<file path="src/rtl/write_back_arbiter_pkg.sv">
// Shared register-file parameters and the write-back payload carried by each result buffer.
package register_params;

  localparam int unsigned OPERAND_WIDTH   = 32;
  localparam int unsigned REG_COUNT       = 32;
  localparam int unsigned REG_INDEX_WIDTH = $clog2(REG_COUNT);

  typedef struct packed {
    logic [REG_INDEX_WIDTH-1:0] index;
    logic [OPERAND_WIDTH-1:0]   data;
  } wb_entry_t;

endpackage

</file>
<file path="src/rtl/write_back_arbiter_rr_arbiter.sv">
// Combinational round-robin picker: first set request at or after pointer, wrapping at N.
module rr_arbiter #(
  parameter int unsigned N  = 4,
  parameter int unsigned PW = $clog2(N)
) (
  input  logic [N-1:0]  request,
  input  logic [PW-1:0] pointer,
  output logic [N-1:0]  grant,
  output logic          grant_valid
);

  always_comb begin
    logic [PW:0]   sum;
    logic [PW-1:0] idx;
    grant       = '0;
    grant_valid = 1'b0;
    sum         = '0;
    idx         = '0;
    for (int unsigned k = 0; k < N; k++) begin
      sum = {1'b0, pointer} + (PW+1)'(k);
      if (sum >= (PW+1)'(N)) begin
        sum = sum - (PW+1)'(N);
      end
      idx = sum[PW-1:0];
      if (!grant_valid && request[idx]) begin
        grant[idx]  = 1'b1;
        grant_valid = 1'b1;
      end
    end
  end

endmodule

</file>
<file path="src/rtl/write_back_arbiter.sv">
// Buffers one result per functional unit and writes at most one per cycle into the register cells.
// Optional macro WB_ZERO_DROP_EN: results for register 0 drain without emitting a strobe.
module write_back_arbiter
  import register_params::*;
#(
  parameter int unsigned NUM_SOURCES = 4
) (
  input  logic                                            clk,
  input  logic                                            rst,
  input  logic [NUM_SOURCES-1:0]                          src_valid,
  output logic [NUM_SOURCES-1:0]                          src_ready,
  input  logic [NUM_SOURCES-1:0][REG_INDEX_WIDTH-1:0]     src_reg_index,
  input  logic [NUM_SOURCES-1:0][OPERAND_WIDTH-1:0]       src_data,
  input  logic [REG_COUNT-1:0]                            reserve_onehot,
  output logic [REG_COUNT-1:0]                            write_back_onehot,
  output logic [OPERAND_WIDTH-1:0]                        write_back_data,
  output logic [REG_INDEX_WIDTH-1:0]                      write_back_index
);

  localparam int unsigned PTR_WIDTH = $clog2(NUM_SOURCES);

  logic [NUM_SOURCES-1:0] full;
  logic [NUM_SOURCES-1:0] eligible;
  logic [NUM_SOURCES-1:0] grant;
  logic                   grant_valid;
  logic                   emit;
  logic [PTR_WIDTH-1:0]   rr_ptr;
  logic [PTR_WIDTH-1:0]   grant_idx;
  logic [PTR_WIDTH-1:0]   rr_ptr_next;
  wb_entry_t              entry [NUM_SOURCES];
  wb_entry_t              grant_entry;

  // The cell favours reserve over write-back, so a reserved destination is held back.
  always_comb begin
    eligible = '0;
    for (int unsigned i = 0; i < NUM_SOURCES; i++) begin
      eligible[i] = full[i] && !reserve_onehot[entry[i].index];
    end
  end

  rr_arbiter #(
    .N  (NUM_SOURCES),
    .PW (PTR_WIDTH)
  ) u_rr_arbiter (
    .request     (eligible),
    .pointer     (rr_ptr),
    .grant       (grant),
    .grant_valid (grant_valid)
  );

  always_comb begin
    grant_idx   = '0;
    grant_entry = '0;
    for (int unsigned i = 0; i < NUM_SOURCES; i++) begin
      if (grant[i]) begin
        grant_idx   = PTR_WIDTH'(i);
        grant_entry = entry[i];
      end
    end
  end

  assign rr_ptr_next = (grant_idx == PTR_WIDTH'(NUM_SOURCES - 1)) ? '0
                                                                  : grant_idx + PTR_WIDTH'(1);

`ifdef WB_ZERO_DROP_EN
  assign emit = grant_valid && (grant_entry.index != '0);
`else
  assign emit = grant_valid;
`endif

  always_comb begin
    write_back_onehot = '0;
    write_back_data   = '0;
    write_back_index  = '0;
    if (emit) begin
      write_back_onehot = REG_COUNT'(1) << grant_entry.index;
      write_back_data   = grant_entry.data;
      write_back_index  = grant_entry.index;
    end
  end

  // A buffer being drained this cycle can take a new result at the same edge.
  assign src_ready = {NUM_SOURCES{!rst}} & (~full | grant);

  always_ff @(posedge clk) begin
    if (rst) begin
      full   <= '0;
      rr_ptr <= '0;
    end else begin
      for (int unsigned i = 0; i < NUM_SOURCES; i++) begin
        if (src_valid[i] && src_ready[i]) begin
          full[i]        <= 1'b1;
          entry[i].index <= src_reg_index[i];
          entry[i].data  <= src_data[i];
        end else if (grant[i]) begin
          full[i] <= 1'b0;
        end
      end
      if (grant_valid) begin
        rr_ptr <= rr_ptr_next;
      end
    end
  end

endmodule

</file>
<file path="config.mk">
export PLATFORM = sky130hd
export DESIGN_NAME = write_back_arbiter
export DESIGN_NICKNAME = d
export VERILOG_FILES = /design/src/rtl/write_back_arbiter_pkg.sv /design/src/rtl/write_back_arbiter_rr_arbiter.sv /design/src/rtl/write_back_arbiter.sv
export SDC_FILE = /design/constraint.sdc
export NUM_CORES = 1
export LEC_CHECK = 0
export ABC_AREA = 1
export BUFFER_PORTS_ARGS = -buffer_cell sky130_fd_sc_hd__buf_2
export CORE_MARGIN = 8
export CORE_UTILIZATION = 40
export CTS_BUF_LIST = sky130_fd_sc_hd__clkbuf_16
export DETAILED_ROUTE_END_ITERATION = 8
export MAX_ROUTING_LAYER = met4
export PLACE_DENSITY = 0.65
export SYNTH_ARGS = -nofsm -noshare
export SYNTH_HDL_FRONTEND = slang
export SYNTH_SLANG_ARGS = --single-unit
</file>
<file path="constraint.sdc">
create_clock -name clk -period 8.35 [get_ports clk]
set_clock_uncertainty 0.15 [all_clocks]
set_input_delay 1.2525 -clock clk [delete_from_list [all_inputs] [get_ports clk]]
set_output_delay 1.2525 -clock clk [all_outputs]
set_load 0.1 [all_outputs]
</file>
==> flow_summary.toml, run 1 <==
[run_status]
status = "complete, no violations"

[detailed_routing]
number_of_vias_in_the_routed_layout = 7088
post_drt_wl_per_cell_um = 18.5
drc = 0
totalWireLength_mm = 25.6
first_iter_violations = 793
drt_pre_antenna_iters = 5
detail_route.vias_per_cell = 5.13
antenna_violating_nets_post_route = 0

[timing]
tns_ns = 0
worst_pin_slew_ns = 0.799
tmin_final_ns = 6.31
report.final.setup_viol = 0
post-route-period-util_pct = 75.6
final_hold_viol_count = 0
timing.fmax_ghz = 0.158
setup_repair_after_global_routing_missed_its_margin = "false"
worst_slack_ns = 2.04
final_max_slew_viol_count = 0
max_slew_margin_pct = 46.5

[floorplanning]
chipHeight_um = 157
die_area_um2 = 24700
row_count = 51
design.portCount = 259
placeable_core_area_um2 = 19500
starting_utilization_of_the_core_area_pct = 40.9
floorplan.die.width_um = 157

[critical_path]
crit_path_end_kind = "output pin"
cp_data_arrival_time_ns = 4.91
worst-endpoint-required_ns = 6.95
crit_type = "register to output pin"
start_kind = "register"
path_max_fanout = 33

[global_route]
globalRoute.totalOverflow = 0
grt_use_total_pct = 21.1
wire_length_of_the_first_global_routing_pass_mm = 38.8
grt_max_degree = 39
antenna_found_initial = 0
grt_pass1_vias = 7016

[yosys]
syn_area_um2 = 7980
yosysSeqAreaShare_pct = 57.2
synth-seq-cells = 154
yosys.cell_types.count = 28
synth.avg_cell_area_um2 = 9.28
syn_inst = 860
synth_nets = 1054
synth_warnings = 0

[clock_tree]
cts_buffer_count = 17
tritoncts = "yes"
cts_hold_repair.buffers = 0
postCtsSetupRepairBufs = 0
clock_latency_ns = 0.43
cts_max_path_buffers = 2
cts-htree-levels = 4
clk_pin_slew_ns = 0.07
numClockSinks = 154
cts_resized = 0
clock_tree.root_cell = "clkbuf_16"

[placement]
place.detailed.hpwl_mm = 18.6
place_inst = 1351
dpl_worst_slack_ns = 2.16
placement.io_buffers = 258
gp_routability_congestion = 0.985

[layout]
drive_gt1_share_pct = 31.0
area_growth_pct = 26.2
layoutNonFillerInstCount = 1383
diodes = 0
layout.nets = 1299
most-common-layout-cells = "buf_2 (258), nand2_1 (232), edfxtp_1 (148), nand3_1 (146), nor2_1 (68)"
layout.cells.most_common = "buf_2"

[run]
drv_cap = 0

[worst_hold_path]
holdCritPathClass = "register to register"
[per-stage QoR]
step | hold slack [ns] | utilization (%) | cell area, um2
after floorplan | 0.319 | - | 7980
after global placement | 0.364 | 48.5 | 9470
after detailed placement | 0.360 | 48.5 | 9470
after CTS | 0.376 | 51.6 | 10100
after global routing | 0.424 | 51.6 | 10100
final | 0.374 | 51.6 | 10100
[registers in the layout (all words and copies together), names as in the netlist]
signal  count
entry     148
full        4
rr_ptr      2
[layer usage]
metal  global-route usage [%]  vias to the layer above  part of all wire (%)
met5                        -                        -                     0
met4                     7.80                        0                   2.5
met3                     3.26                       48                   7.5
met2                     33.5                      348                    47
met1                     27.0                     3238                    43
li1                         -                     3454                     -
[area by class of cell]
| class | instances | area, um2 |
|---|---|---|
| clock buffer | 17 | 425 |
| tap | 265 | 332 |
| clock inverter | 15 | 183 |
| fill | 1820 | 9450 |
| multi-input combinational | 590 | 2930 |
| inverter | 77 | 294 |
| timing repair buffer | 265 | 1340 |
| sequential | 154 | 4560 |
[worst paths after layout]
check | slack (ns) | from | end | cells after the start
setup reg to reg | 3.38 | entry[0][32]$_DFFE_PP_ | entry[3][7]$_DFFE_PP_ | 20
hold reg to reg | 0.37 | full[3]$_SDFFE_PP0P_ | full[3]$_SDFFE_PP0P_ | 2
setup / recovery | 2.04 | entry[0][32]$_DFFE_PP_ | write_back_onehot[8] | 21
hold / removal | 0.37 | full[3]$_SDFFE_PP0P_ | full[3]$_SDFFE_PP0P_ | 2
[critical path, cell delays in order (launching register included)]
cell and delay, ns:
edfxtp_1 0.86, inv_2 0.29, nand2_1 0.12, nand3_1 0.09, nand3_1 0.13, nand3_1 0.11, nand3_1 0.10, nand2_1 0.08
nand3_1 0.10, nand3_2 0.11, nand2_4 0.13, inv_2 0.06, nand2_1 0.06, nand2_1 0.05, nor2_1 0.12, nand2_2 0.29
inv_2 0.58, o21ai_2 0.20, inv_4 0.19, nand2_2 0.19, nor2_1 0.16, buf_2 0.44
[cell usage after synthesis]
cell type	count	area, um2
o211ai_1	12	90.1
nand2_1	232	871
a21oi_1	35	175
nor2_2	5	31.3
buf_6	5	56.3
inv_1	61	229
clkbuf_1	8	30.0
nand2_2	8	50.1
buf_1	2	7.51
and2_1	9	56.3
nand2_4	5	56.3
o21ai_2	1	8.76
o31ai_1	9	67.6
buf_4	3	22.5
nor2_8	1	20.0
nand3_1	146	731
nor3_1	4	20.0
ha_1	8	100
dfxtp_1	6	120
nor2_1	72	270
o21ai_0	10	50.1
buf_2	21	105
nand3_2	7	70.1
inv_4	2	12.5
nor2_4	3	33.8
o221ai_1	23	201
inv_2	14	52.6
edfxtp_1	148	4440
[logic make-up (layout without fill, tap and decap cells)]
family,count (synthesis),after routing,synth area share (%)
simple gates,492,492,27.7
flops,154,154,57.2
buf+inv,116,374,6.46
compound gates,90,90,7.43
fa+ha+maj,8,8,1.25
Power of run 1 is left out: the tool's default activity adds up to more than one toggle a clock period on the data nets, which glitch-free logic cannot reach.
==> run 2: changes to the inputs <==
Clock period 8.35 ns to 6.3 ns, I/O delays scaled along.
==> run 2 against run 1 <==
Effect of this change: final cell count rose by 0.87%; setup slack lost 1.5 ns; clock-buffer cell count unchanged; first-iteration DRC count fell by 19%; global-route usage increased by 0.84 points; die area stayed put; via count increased by 0.69%; non-clock buffer count is 8 higher; worst hold slack better by 0.0067 ns; sequential cell count is the same; sequential share of layout area shrank 0.38 points; register-to-register slack worse by 1.7 ns; critical path type unchanged; critical endpoint is now write_back_data[31]; largest cell class unchanged.
==> flow_summary.toml, run 2 (same netlist as run 1, synthesis figures left out) <==
[detailed_routing]
number_of_vias_in_the_routed_layout = 7137
detail_route.vias_per_cell = 5.12
drt_pre_antenna_iters = 5
totalWireLength_mm = 26.6
drc = 0
first_iter_violations = 644
post_drt_wl_per_cell_um = 19.1
antenna_violating_nets_post_route = 0

[timing]
tmin_final_ns = 5.71
setup_repair_after_global_routing_missed_its_margin = "false"
report.final.setup_viol = 0
final_max_slew_viol_count = 0
post-route-period-util_pct = 90.7
worst_pin_slew_ns = 0.917
final_hold_viol_count = 0
tns_ns = 0
fin_hold_ws_ns = 0.381
worst_slack_ns = 0.586
timing.fmax_ghz = 0.175
max_slew_margin_pct = 38.7

[layout]
most-common-layout-cells = "buf_2 (258), nand2_1 (232), edfxtp_1 (148), nand3_1 (146), nor2_1 (68)"
top_register = "entry"
layout.cells.most_common = "buf_2"
layout.nets = 1307
drive_gt1_share_pct = 31.5
largest_reg_flops = 148
reg_top3 = "entry x148, full x4, rr_ptr x2"
area_growth_pct = 27.3
fin_util_pct = 52.0

[clock_tree]
cts_resized = 0
tritoncts = "yes"
clock_tree.root_cell = "clkbuf_16"
cts_hold_repair.buffers = 0
cts-htree-levels = 4
clock_latency_ns = 0.43
cts_max_path_buffers = 2
clk_pin_slew_ns = 0.07
cts_buffer_count = 17
numClockSinks = 154

[floorplanning]
row_count = 51
design.portCount = 259
starting_utilization_of_the_core_area_pct = 40.9
chipHeight_um = 157
floorplan.die.width_um = 157
placeable_core_area_um2 = 19500
die_area_um2 = 24700

[critical_path]
start_kind = "register"
crit_path_end_kind = "output pin"
path_max_fanout = 46
cp_data_arrival_time_ns = 4.62
worst-r2r-cell-count = 21
worst-endpoint-required_ns = 5.20
crit_type = "register to output pin"

[global_route]
grt_use_total_pct = 22.0
grt_max_degree = 47
antenna_found_initial = 4
wire_length_of_the_first_global_routing_pass_mm = 40.3
grt_pass1_vias = 7397
globalRoute.totalOverflow = 0

[placement]
dpl_worst_slack_ns = 0.709
place.detailed.hpwl_mm = 19.5
gp_routability_congestion = 0.960
placement.io_buffers = 258

[worst_hold_path]
holdCritPathClass = "register to register"
hold-path-cell-count = 2

[run_status]
status = "complete, no violations"

[run]
drv_cap = 0
[run 2: changes by cell type in the layout (fill, tap and decap cells not counted), sizes merged]
| cell | before | now |
|---|---|---|
| buf | 265 | 273 |
| diode | 0 | 4 |
| inv | 87 | 85 |
| bufinv | 0 | 1 |
| clkinvlp | 1 | 2 |
[run 2: metrics by stage]
stage                     area [um2]  instances
final                          10200       1395
after detailed placement        9520       1358
after global routing           10200       1395
after global placement          9520       1358
after CTS                      10100       1390
after floorplan                 7980        860
[run 2: path summary, 6_finish.rpt]
kind | startpoint | endpoint | slack (ns)
max | entry[0][33]$_DFFE_PP_ | write_back_data[31] | 0.59
min | full[2]$_SDFFE_PP0P_ | full[2]$_SDFFE_PP0P_ | 0.38
max reg2reg | entry[2][32]$_DFFE_PP_ | entry[3][6]$_DFFE_PP_ | 1.71
min reg2reg | full[2]$_SDFFE_PP0P_ | full[2]$_SDFFE_PP0P_ | 0.38
[run 2: cell type report]
cell class,count,area (um2)
sequential,154,4560
tap,265,332
multi-input combinational,590,2930
timing repair buffer,273,1400
clock buffer,17,425
fill,1865,9370
antenna,4,10.0
inverter,77,294
clock inverter,15,198
[run 2: what timing repair did]
item	in CTS	in global routing
hold endpoints to repair	0	0
setup endpoints to repair	0	3
setup buffers	0	1
[run 2: metal layers]
metal | global-route usage (%) | up-vias | share of wire, %
met5 | - | - | 0
met4 | 8.07 | 0 | 2.4
met3 | 4.39 | 44 | 7.2
met2 | 35.1 | 323 | 47
met1 | 27.3 | 3299 | 43
li1 | - | 3471 | -
[run 2: critical path, cell delays in order, from the launching register on]
cell and delay [ns]:
edfxtp_1 0.60, inv_2 0.29, nand3_1 0.11, nand3_1 0.15, nand3_1 0.10, nand3_1 0.09
nand2_1 0.12, nand3_1 0.13, nand3_2 0.12, nand2_4 0.13, inv_2 0.06, nand2_1 0.05
nand2_1 0.05, nor2_1 0.13, nand2_2 0.27, inv_2 0.33, buf_4 0.48, o21ai_0 0.17
o31ai_1 0.32, buf_2 0.49
Power of run 2 is left out for the same reason.
==> run 3: changes to the inputs <==
==> constraint.sdc (replaced) <==
create_clock -name clk -period 6.3 [get_ports clk]
set_clock_uncertainty 0.15 [all_clocks]
set_input_delay 0 -clock clk [delete_from_list [all_inputs] [get_ports clk]]
set_output_delay 0 -clock clk [all_outputs]
set_load 0.1 [all_outputs]
==> run 3 against run 2 <==
Effect of this change: global-route usage rose by 3.0 points; core utilization up 7.1 points; sequential cell count did not move; critical endpoint is now write_back_data[2]; largest cell class unchanged.
==> flow_summary.toml, run 3 (same netlist as run 1, synthesis figures left out) <==
[run_status]
status = "complete, no violations"

[detailed_routing]
drt_pre_antenna_iters = 6
number_of_vias_in_the_routed_layout = 7983
totalWireLength_mm = 30.4
first_iter_violations = 610
detail_route.vias_per_cell = 5.19
drc = 0
post_drt_wl_per_cell_um = 19.7
antenna_violating_nets_post_route = 0

[placement]
gp_routability_congestion = 0.954
dpl_worst_slack_ns = 1.57
placement.io_buffers = 258
place_inst = 1349
place.detailed.hpwl_mm = 19.4

[layout]
final_layout_fill_cell_count = 1643
layoutNonFillerInstCount = 1538
area_growth_pct = 44.6
reg_top3 = "entry x148, full x4, rr_ptr x2"
layout.nets = 1450
layout.cells.most_common = "buf_2"
top_register = "entry"
most-common-layout-cells = "buf_2 (258), nand2_1 (232), dlygate4sd3_1 (153), edfxtp_1 (148), nand3_1 (146)"
drive_gt1_share_pct = 27.0
largest_reg_flops = 148

[timing]
report.final.setup_viol = 0
setup_repair_after_global_routing_missed_its_margin = "false"
tns_ns = 0
final_hold_viol_count = 0
timing.fmax_ghz = 0.192
max_slew_margin_pct = 18.4
post-route-period-util_pct = 82.6
worst_pin_slew_ns = 1.22
final_max_slew_viol_count = 0
tmin_final_ns = 5.20
worst_slack_ns = 1.10

[floorplanning]
row_count = 51
die_area_um2 = 24700
design.portCount = 259
chipHeight_um = 157
floorplan.die.width_um = 157
starting_utilization_of_the_core_area_pct = 40.9
placeable_core_area_um2 = 19500

[global_route]
antenna_found_initial = 1
globalRoute.totalOverflow = 0
grt_pass1_vias = 8298
wire_length_of_the_first_global_routing_pass_mm = 45.3
grt_max_degree = 40
grt_use_total_pct = 25.0

[clock_tree]
cts_buffer_count = 17
clk_pin_slew_ns = 0.06
clock_tree.root_cell = "clkbuf_16"
tritoncts = "yes"
cts_max_path_buffers = 2
numClockSinks = 154
cts_resized = 0
clock_latency_ns = 0.42
cts-htree-levels = 4

[critical_path]
cp_num_cells = 20
crit-reg2reg-launch = "entry[1][32]$_DFFE_PP_"
path_max_fanout = 39
path_cells = "inv_2, nand2_1, nand3_1, nand3_1, nand3_1, nand3_1, nand2_1, nand3_1, nand2_1, nand2_1, nand2_1, nand3_1, nand2_1, nor2_2, nand2_4, inv_2, nand2_2, o221ai_1, a21oi_1, buf_2"
worst-r2r-cell-count = 18
cp_data_arrival_time_ns = 5.05
r2r_setup_slack_ns = 1.57
crit-reg2reg-capture = "entry[3][2]$_DFFE_PP_"
worstSetupEndpoint = "write_back_data[2]"
critPathTopFamily = "simple AND/OR/NAND/NOR gates"
critPathSlowestCell = "edfxtp_1"
crit_path_end_kind = "output pin"
number_of_buffers_and_inverters_on_the_critical_path = 3
crit_type = "register to output pin"
worst-endpoint-required_ns = 6.15
cp-startpoint = "entry[1][32]$_DFFE_PP_"
start_kind = "register"
cpPeakStageDelay_ns = 0.82

[run]
drv_cap = 0

[worst_hold_path]
holdCritPathClass = "primary input to register"
[run 3: cell types whose count changed in the layout (fill, tap and decap cells not counted), moves of 3 or more]
cell / before / now
inv_8: 4 / 1
buf_4: 15 / 5
clkinv_2: 0 / 4
dlygate4sd3_1: 0 / 153
clkinv_8: 4 / 0
[run 3: cell type report]
type | instances | area, um2 | area share (%)
Multi-Input combinational cell | 590 | 2930 | 25.4
Clock inverter | 15 | 126 | 1.09
Tap cell | 265 | 332 | 2.87
Antenna cell | 4 | 10.0 | 0.0867
Timing Repair Buffer | 416 | 2860 | 24.8
Clock buffer | 17 | 425 | 3.68
Sequential cell | 154 | 4560 | 39.5
Inverter | 77 | 294 | 2.55
[run 3: worst min-delay path by stage]
stage / start / cells past startpoint / slack [ns] / endpoint
4_1_cts: src_data[43] / 2 / 0.12 / entry[1][11]$_DFFE_PP_
5_1_grt: src_data[124] / 2 / 0.13 / entry[3][28]$_DFFE_PP_
3_3_place_gp: src_data[29] / 1 / 0.03 / entry[0][29]$_DFFE_PP_
3_5_place_dp: src_data[14] / 1 / 0.03 / entry[0][14]$_DFFE_PP_
6_report: src_data[113] / 2 / 0.13 / entry[3][17]$_DFFE_PP_
2_1_floorplan: rst / 1 / -0.08 / full[0]$_SDFFE_PP0P_
[run 3: routing by layer]
layer | routed length, um | GRT usage (%) | up-vias
met4 | 1280 | 13.3 | 0
li1 | - | - | 3748
met5 | 0 | - | -
met3 | 2550 | 4.94 | 90
met2 | 14800 | 41.1 | 424
met1 | 11800 | 28.5 | 3721
[run 3: metrics by stage]
stage	hold slack [ns]	instance area, um2	utilization [%]
4_1_cts	0.117	11500	59.1
3_3_place_gp	0.0267	9450	48.4
6_report	0.131	11500	59.1
5_1_grt	0.127	11500	59.1
3_5_place_dp	0.0281	9450	48.4
2_1_floorplan	-0.0809	7980	-
[run 3: timing repair]
item	CTS	global route
endpoints found under the hold margin	154	0
hold buffers	153	0
buffers inserted	0	0
Power of run 3 is left out for the same reason.
